### src/rtl/cs_game_pkg.sv
// -----------------------------------------------------------------------------
// cs_game_pkg
// Shared types and default constants for the game sequencer.
//   game_state_e : top-level sequencer states
//   bcd_digit_t  : one BCD digit (0-9)
//   DEF_*        : default values for the sequencer parameters
//   bcd_inc()    : single-digit BCD increment that wraps 9 -> 0
// -----------------------------------------------------------------------------
package cs_game_pkg;

    typedef enum logic [1:0] {
        ST_ATTRACT   = 2'd0,
        ST_PLAY      = 2'd1,
        ST_GAME_OVER = 2'd2
    } game_state_e;

    typedef logic [3:0] bcd_digit_t;

    localparam logic [7:0] DEF_GAME_SECONDS   = 8'h99;
    localparam int         DEF_FRAMES_PER_SEC = 60;
    localparam int         DEF_MAX_CREDITS    = 9;
    localparam int         DEF_OVER_FRAMES    = 180;

    function automatic bcd_digit_t bcd_inc(input bcd_digit_t d);
        return (d >= 4'd9) ? 4'd0 : d + 4'd1;
    endfunction

endpackage

### src/rtl/cs_bcd_timer.sv
// -----------------------------------------------------------------------------
// cs_bcd_timer
// Two-digit BCD down counter with load, decrement and zero flag.
// Load has priority over decrement; 00 is never decremented.
// Ports:
//   clk_i, res_n_i : clock, asynchronous active-low reset (clears to 00)
//   load           : load load_value on the next edge
//   load_value     : BCD value to load
//   dec            : decrement by one BCD count on the next edge
//   value          : registered BCD count
//   value_nxt      : value the counter takes on the next edge
//   zero           : value == 00
// -----------------------------------------------------------------------------
module cs_bcd_timer
    import cs_game_pkg::*;
(
    input  logic       clk_i,
    input  logic       res_n_i,
    input  logic       load,
    input  logic [7:0] load_value,
    input  logic       dec,
    output logic [7:0] value,
    output logic [7:0] value_nxt,
    output logic       zero
);

    bcd_digit_t tens;
    bcd_digit_t ones;

    assign tens = value[7:4];
    assign ones = value[3:0];
    assign zero = (value == 8'h00);

    always_comb begin
        // NOTE: default assignment first so every path drives value_nxt and no latch is inferred.
        value_nxt = value;
        if (load) begin
            value_nxt = load_value;
        end else if (dec && !zero) begin
            if (ones == 4'd0) value_nxt = {tens - 4'd1, 4'd9};
            else              value_nxt = {tens, ones - 4'd1};
        end
    end

    // NOTE: sequential state uses non-blocking assignments so all flops update together.
    always_ff @(posedge clk_i or negedge res_n_i) begin
        if (!res_n_i) value <= 8'h00;
        else          value <= value_nxt;
    end

endmodule

### src/rtl/cs_game_sequencer.sv
// -----------------------------------------------------------------------------
// cs_game_sequencer
// Coin-op game sequencer: credits, attract/play/game-over flow, BCD game
// timer driven by vertical sync, BCD scores, one extended-play round and a
// reverse-video request during extended play.
// Optional feature: define CS_FREEPLAY_EN to start without credits and never
// consume credits.
// Ports:
//   clk_i, res_n_i           : game clock, asynchronous active-low reset
//   vsync, coin, start       : raw/debounced levels, rising edges are used
//   hit_player, hit_saucer   : one-cycle score pulses (counted only in PLAY)
//   game_active              : registered (state == PLAY)
//   credits                  : binary credit count, saturating
//   time_bcd                 : remaining seconds, BCD
//   score_player/saucer      : BCD score digits
//   extended                 : extended play granted this game
//   invert                   : reverse-video request
// -----------------------------------------------------------------------------
module cs_game_sequencer
    import cs_game_pkg::*;
#(
    parameter logic [7:0] GAME_SECONDS   = DEF_GAME_SECONDS,
    parameter int         FRAMES_PER_SEC = DEF_FRAMES_PER_SEC,
    parameter int         MAX_CREDITS    = DEF_MAX_CREDITS,
    parameter int         OVER_FRAMES    = DEF_OVER_FRAMES
)(
    input  logic       clk_i,
    input  logic       res_n_i,
    input  logic       vsync,
    input  logic       coin,
    input  logic       start,
    input  logic       hit_player,
    input  logic       hit_saucer,
    output logic       game_active,
    output logic [3:0] credits,
    output logic [7:0] time_bcd,
    output logic [3:0] score_player,
    output logic [3:0] score_saucer,
    output logic       extended,
    output logic       invert
);

    localparam int CNT_MAX = (FRAMES_PER_SEC > OVER_FRAMES) ? FRAMES_PER_SEC : OVER_FRAMES;
    localparam int CNT_W   = $clog2(CNT_MAX + 1);
    localparam logic [CNT_W-1:0] SEC_LAST   = CNT_W'(FRAMES_PER_SEC - 1);
    localparam logic [CNT_W-1:0] OVER_LAST  = CNT_W'(OVER_FRAMES - 1);
    localparam logic [3:0]       CREDIT_CAP = 4'(MAX_CREDITS);

    game_state_e      state;
    logic [CNT_W-1:0] frame_cnt;

    logic vsync_q, coin_q, start_q;
    logic armed;
    logic frame_tick, coin_edge, start_edge;
    logic start_go, credit_take;
    logic time_zero, sec_wrap, extend_go, play_end;
    logic [7:0] time_nxt;

    // Edge registers clear in reset; 'armed' suppresses edges during the first
    // cycle after release so a level already high is not seen as a new edge.
    always_ff @(posedge clk_i or negedge res_n_i) begin
        if (!res_n_i) begin
            vsync_q <= 1'b0;
            coin_q  <= 1'b0;
            start_q <= 1'b0;
            armed   <= 1'b0;
        end else begin
            vsync_q <= vsync;
            coin_q  <= coin;
            start_q <= start;
            armed   <= 1'b1;
        end
    end

    assign frame_tick = armed && vsync && !vsync_q;
    assign coin_edge  = armed && coin  && !coin_q;
    assign start_edge = armed && start && !start_q;

`ifdef CS_FREEPLAY_EN
    assign start_go    = (state == ST_ATTRACT) && start_edge;
    assign credit_take = 1'b0;
`else
    // A coin arriving with the start edge counts toward starting the game.
    assign start_go    = (state == ST_ATTRACT) && start_edge && ((credits != 4'd0) || coin_edge);
    assign credit_take = start_go;
`endif

    assign sec_wrap  = (state == ST_PLAY) && frame_tick && (frame_cnt == SEC_LAST);
    assign extend_go = (state == ST_PLAY) && time_zero && (score_player > score_saucer) && !extended;
    assign play_end  = (state == ST_PLAY) && time_zero && !extend_go;

    cs_bcd_timer u_timer (
        .clk_i      (clk_i),
        .res_n_i    (res_n_i),
        .load       (start_go || extend_go),
        .load_value (GAME_SECONDS),
        .dec        (sec_wrap),
        .value      (time_bcd),
        .value_nxt  (time_nxt),
        .zero       (time_zero)
    );

    always_ff @(posedge clk_i or negedge res_n_i) begin
        if (!res_n_i) begin
            state        <= ST_ATTRACT;
            frame_cnt    <= '0;
            credits      <= 4'd0;
            score_player <= 4'd0;
            score_saucer <= 4'd0;
            extended     <= 1'b0;
            invert       <= 1'b0;
            game_active  <= 1'b0;
        end else begin
            // Coin and start in the same cycle cancel out on the credit count.
            if (coin_edge && !credit_take) begin
                if (credits < CREDIT_CAP) credits <= credits + 4'd1;
            end else if (credit_take && !coin_edge) begin
                credits <= credits - 4'd1;
            end

            case (state)
                ST_ATTRACT: begin
                    if (start_go) begin
                        state        <= ST_PLAY;
                        game_active  <= 1'b1;
                        score_player <= 4'd0;
                        score_saucer <= 4'd0;
                        extended     <= 1'b0;
                        frame_cnt    <= '0;
                    end
                end
                ST_PLAY: begin
                    if (hit_player) score_player <= bcd_inc(score_player);
                    if (hit_saucer) score_saucer <= bcd_inc(score_saucer);
                    if (frame_tick) frame_cnt <= (frame_cnt == SEC_LAST) ? '0 : frame_cnt + 1'b1;
                    if (extend_go)  extended <= 1'b1;
                    if (play_end) begin
                        state       <= ST_GAME_OVER;
                        game_active <= 1'b0;
                        frame_cnt   <= '0;
                    end
                end
                ST_GAME_OVER: begin
                    if (frame_tick) begin
                        if (frame_cnt == OVER_LAST) begin
                            state     <= ST_ATTRACT;
                            frame_cnt <= '0;
                        end else begin
                            frame_cnt <= frame_cnt + 1'b1;
                        end
                    end
                end
                default: begin
                    state       <= ST_ATTRACT;
                    game_active <= 1'b0;
                end
            endcase

            // Computed from next-cycle values so invert lines up with time_bcd.
            invert <= (state == ST_PLAY) && !play_end && (extended || extend_go) && time_nxt[0];
        end
    end

endmodule

### config.mk
export PLATFORM = sky130hd
export DESIGN_NAME = cs_game_sequencer
export DESIGN_NICKNAME = d
export VERILOG_FILES = /design/src/rtl/cs_game_pkg.sv /design/src/rtl/cs_bcd_timer.sv /design/src/rtl/cs_game_sequencer.sv
export SDC_FILE = /design/constraint.sdc
export NUM_CORES = 1
export LEC_CHECK = 0
export ABC_CLOCK_PERIOD_IN_PS = 2600
export CORE_ASPECT_RATIO = 0.6
export CORE_MARGIN = 5
export CORE_UTILIZATION = 50
export CTS_BUF_LIST = sky130_fd_sc_hd__clkbuf_8 sky130_fd_sc_hd__clkbuf_16
export CTS_CLUSTER_SIZE = 24
export DETAILED_ROUTE_END_ITERATION = 10
export PLACE_DENSITY = 0.84
export SETUP_SLACK_MARGIN = 0.3
export SYNTH_ARGS = -nofsm -noshare
export SYNTH_HDL_FRONTEND = slang
export SYNTH_HIERARCHICAL = 1
export SYNTH_SLANG_ARGS = --single-unit
### constraint.sdc
create_clock -name clk_i -period 2.6 [get_ports clk_i]
set_input_delay 0.26 -clock clk_i [delete_from_list [all_inputs] [get_ports clk_i]]
set_output_delay 0.26 -clock clk_i [all_outputs]
set_load 0.03 [all_outputs]
==> qor.txt <==
Outcome: complete, no violations
Largest net degree at the start of global routing: 38
Post-synth EDFFs: 0
Dpl hpwl: 3940 um
Clock buffer count from CTS: 5
Max transition margin: 0.453
CP endpoint kind: register
Hold Slack: 0.0465 ns
Minimum clock period: 2.40 ns
Syn Inst Count: 247
Clk_lat worst skew: 0.29 ns
Vias/cell: 5.66
Final Max Slew Viols: 0
Non-Filler Instances: 383
Seq/Total Area, Yosys: 0.385
Worst-Margin Slew: 0.820 ns
Global-route wire length before repair: 9400 um
Congestion Overflow GR: 0
Total power: 3.40 mW
Total area of sequential cells: 931 um2
Ys Warns: 6
PD cells: 1060 mW/mm2
Area growth syn-to-layout: 34.0%
# nets final: 348
Worst EP required: 2.80 ns
Yosys cell types: 61
Setup violators final: 0
Final Cell Area: 0.00322 mm2
Clock tree root buffer cell: clkbuf_8
CTS tree: done
#FFs+latches synth: 37
Ant. Diodes: 0
Asr flop ratio synth: 1.00
Antenna viol nets, final: 0
Worst hold path type: primary input to asynchronous set/reset pin
Syn_area_per_cell: 9.73 um2
Post-Route Skew: 0.00716 ns
Synth Cell Area: 0.00240 mm2
Final worst-path cycle share: 0.923
Die H: 63.7 um
Die footprint: 0.00634 mm2
DRT Wirelength: 5770 um
Avg WL per Cell: 15.1 um
Peak Freq: 417 MHz
Commonest non-fill, non-tap cells in the layout: 33 x dfrtp_1, 32 x buf_4, 28 x clkdlybuf4s50_1, 18 x ha_1, 17 x nand2_1
Starting Density: 0.521
Placed Area: 0.00292 mm2
Remaining DRCs: 0
Vias in the first global route: 1993
Std-Cell Rows: 19
Initial antenna violation count: 0
Clock Sinks: 37
Multi-input logic area: 0.00153 mm2
Dominant synthesized flop cell: dfrtp_1
Share of layout cells above drive strength 1: 0.259
GRT Overall Usage: 0.183
Top Ports: 30
Static Leak: 1.43 nW
Port bufs: 29
Crit path max fanout: 7
Worst-path clk slew: 0.08 ns
Clk buf depth: 2
Htree depth: 2
Commonest non-fill, non-tap cell in the layout: dfrtp_1
Iteration-0 DRC Markers: 79
Core area: 0.00461 mm2
Vias after detailed routing: 2167
Placed insts: 355
Max Cap Viol: 0
Critical setup path kind: register to register
Crit start category: register
CP arrival: 2.60 ns
Drt pass-1 iters: 4
Global placement routability congestion: 0.802
Final Hold Vio Count: 0
Die width: 99.5 um
Worst IR Drop VDD: 0.602 mV
Fillers: 348
RSZ-0062 raised after global routing: yes
## synth_stat cells, drive strengths merged, types with 5 or more instances
cell type	count	area, um2
a21oi	11	66.3
inv	19	71.3
nor2	11	41.3
ha	21	263
nor2b	5	31.3
o31ai	8	70.1
a31oi	6	37.5
nand3	6	30.0
nand2b	11	68.8
o21ai	20	108
nand2	19	73.8
dfrtp	37	926
and3	8	50.1
## what timing repair did
| item | 4_1_cts | 5_1_grt |
|---|---|---|
| hold buffers | 0 | 0 |
| pin swaps | 5 | 15 |
| resized for setup | 7 | 11 |
| setup endpoints to repair | 13 | 18 |
| setup buffers | 11 | 9 |
| gates cloned | 0 | 0 |
## cell families (layout without fill, tap and decap cells)
kind of cell,after synthesis,after routing,share of synthesized area
DFF,37,37,0.385
other,2,9,0.00312
AOI/OAI and AO/OA,70,70,0.213
muxes,5,5,0.0213
adders and majority gates,22,22,0.118
buffers and inverters,22,88,0.0349
and+or+nand+nor,87,87,0.218
xor gates and xnor gates,2,2,0.00729
## through the flow
stage          setup TNS [ns]  setup slack (ns)  utilization
2_1_floorplan               0             0.122            -
3_3_place_gp                0            0.0434        0.634
3_5_place_dp         -0.00698          -0.00698        0.634
4_1_cts                     0             0.224        0.675
5_1_grt                     0             0.100        0.699
6_report                    0             0.200        0.699
## sequential cells by signal, indices dropped and copies added, names as in the netlist, 2 cells and up
name,flops
score_player,4
u_timer/value,8
state,2
credits,4
score_saucer,4
frame_cnt,8
## final timing paths
kind	startpoint	to	slack, ns	cells past startpoint
worst max-delay path	u_timer/value[5]$_DFF_PN0_	frame_cnt[5]$_DFFE_PN0P_	0.20	10
worst min-delay path	res_n_i	score_player[1]$_DFFE_PN0P_	0.05	1
worst max register to register	u_timer/value[5]$_DFF_PN0_	frame_cnt[5]$_DFFE_PN0P_	0.20	10
worst min register to register	credits[3]$_DFFE_PN0P_	credits[3]$_DFFE_PN0P_	0.53	1
max in group asynchronous	res_n_i	u_timer/value[5]$_DFF_PN0_	1.98	1
min in group clk_i	coin	coin_q$_DFF_PN0_	0.44	1
## layout make-up
class,count,area share
Clock buffer,5,0.0214
Inverter,19,0.0221
Timing Repair Buffer,61,0.163
Tap cell,63,0.0245
Sequential cell,37,0.289
Multi-Input combinational cell,195,0.476
Clock inverter,3,0.00427
## critical path, stage by stage (launching register included)
cell and delay (ns):
dfrtp_2 0.41, inv_2 0.07, ha_4 0.13, or3b_4 0.39
nor2_4 0.11, nor2b_1 0.06, a41o_1 0.23, a21oi_4 0.25
o211ai_4 0.10, nand4bb_4 0.30, o31ai_1 0.27
## power breakdown
part           switching (mW)  leakage (nW)  internal (mW)
combinational            1.17         0.916          0.931
clock                   0.211        0.0491          0.182
sequential              0.175         0.467          0.737
## metal layers
| layer | routed length, um | global-route usage | vias to the layer above |
|---|---|---|---|
| met2 | 2810 | 0.305 | 50 |
| met5 | 0 | 0 | - |
| met3 | 238 | 0.0386 | 8 |
| li1 | - | - | 1050 |
| met4 | 60 | 0.0409 | 0 |
| met1 | 2660 | 0.246 | 1059 |
(Power assumes the default switching activity.)
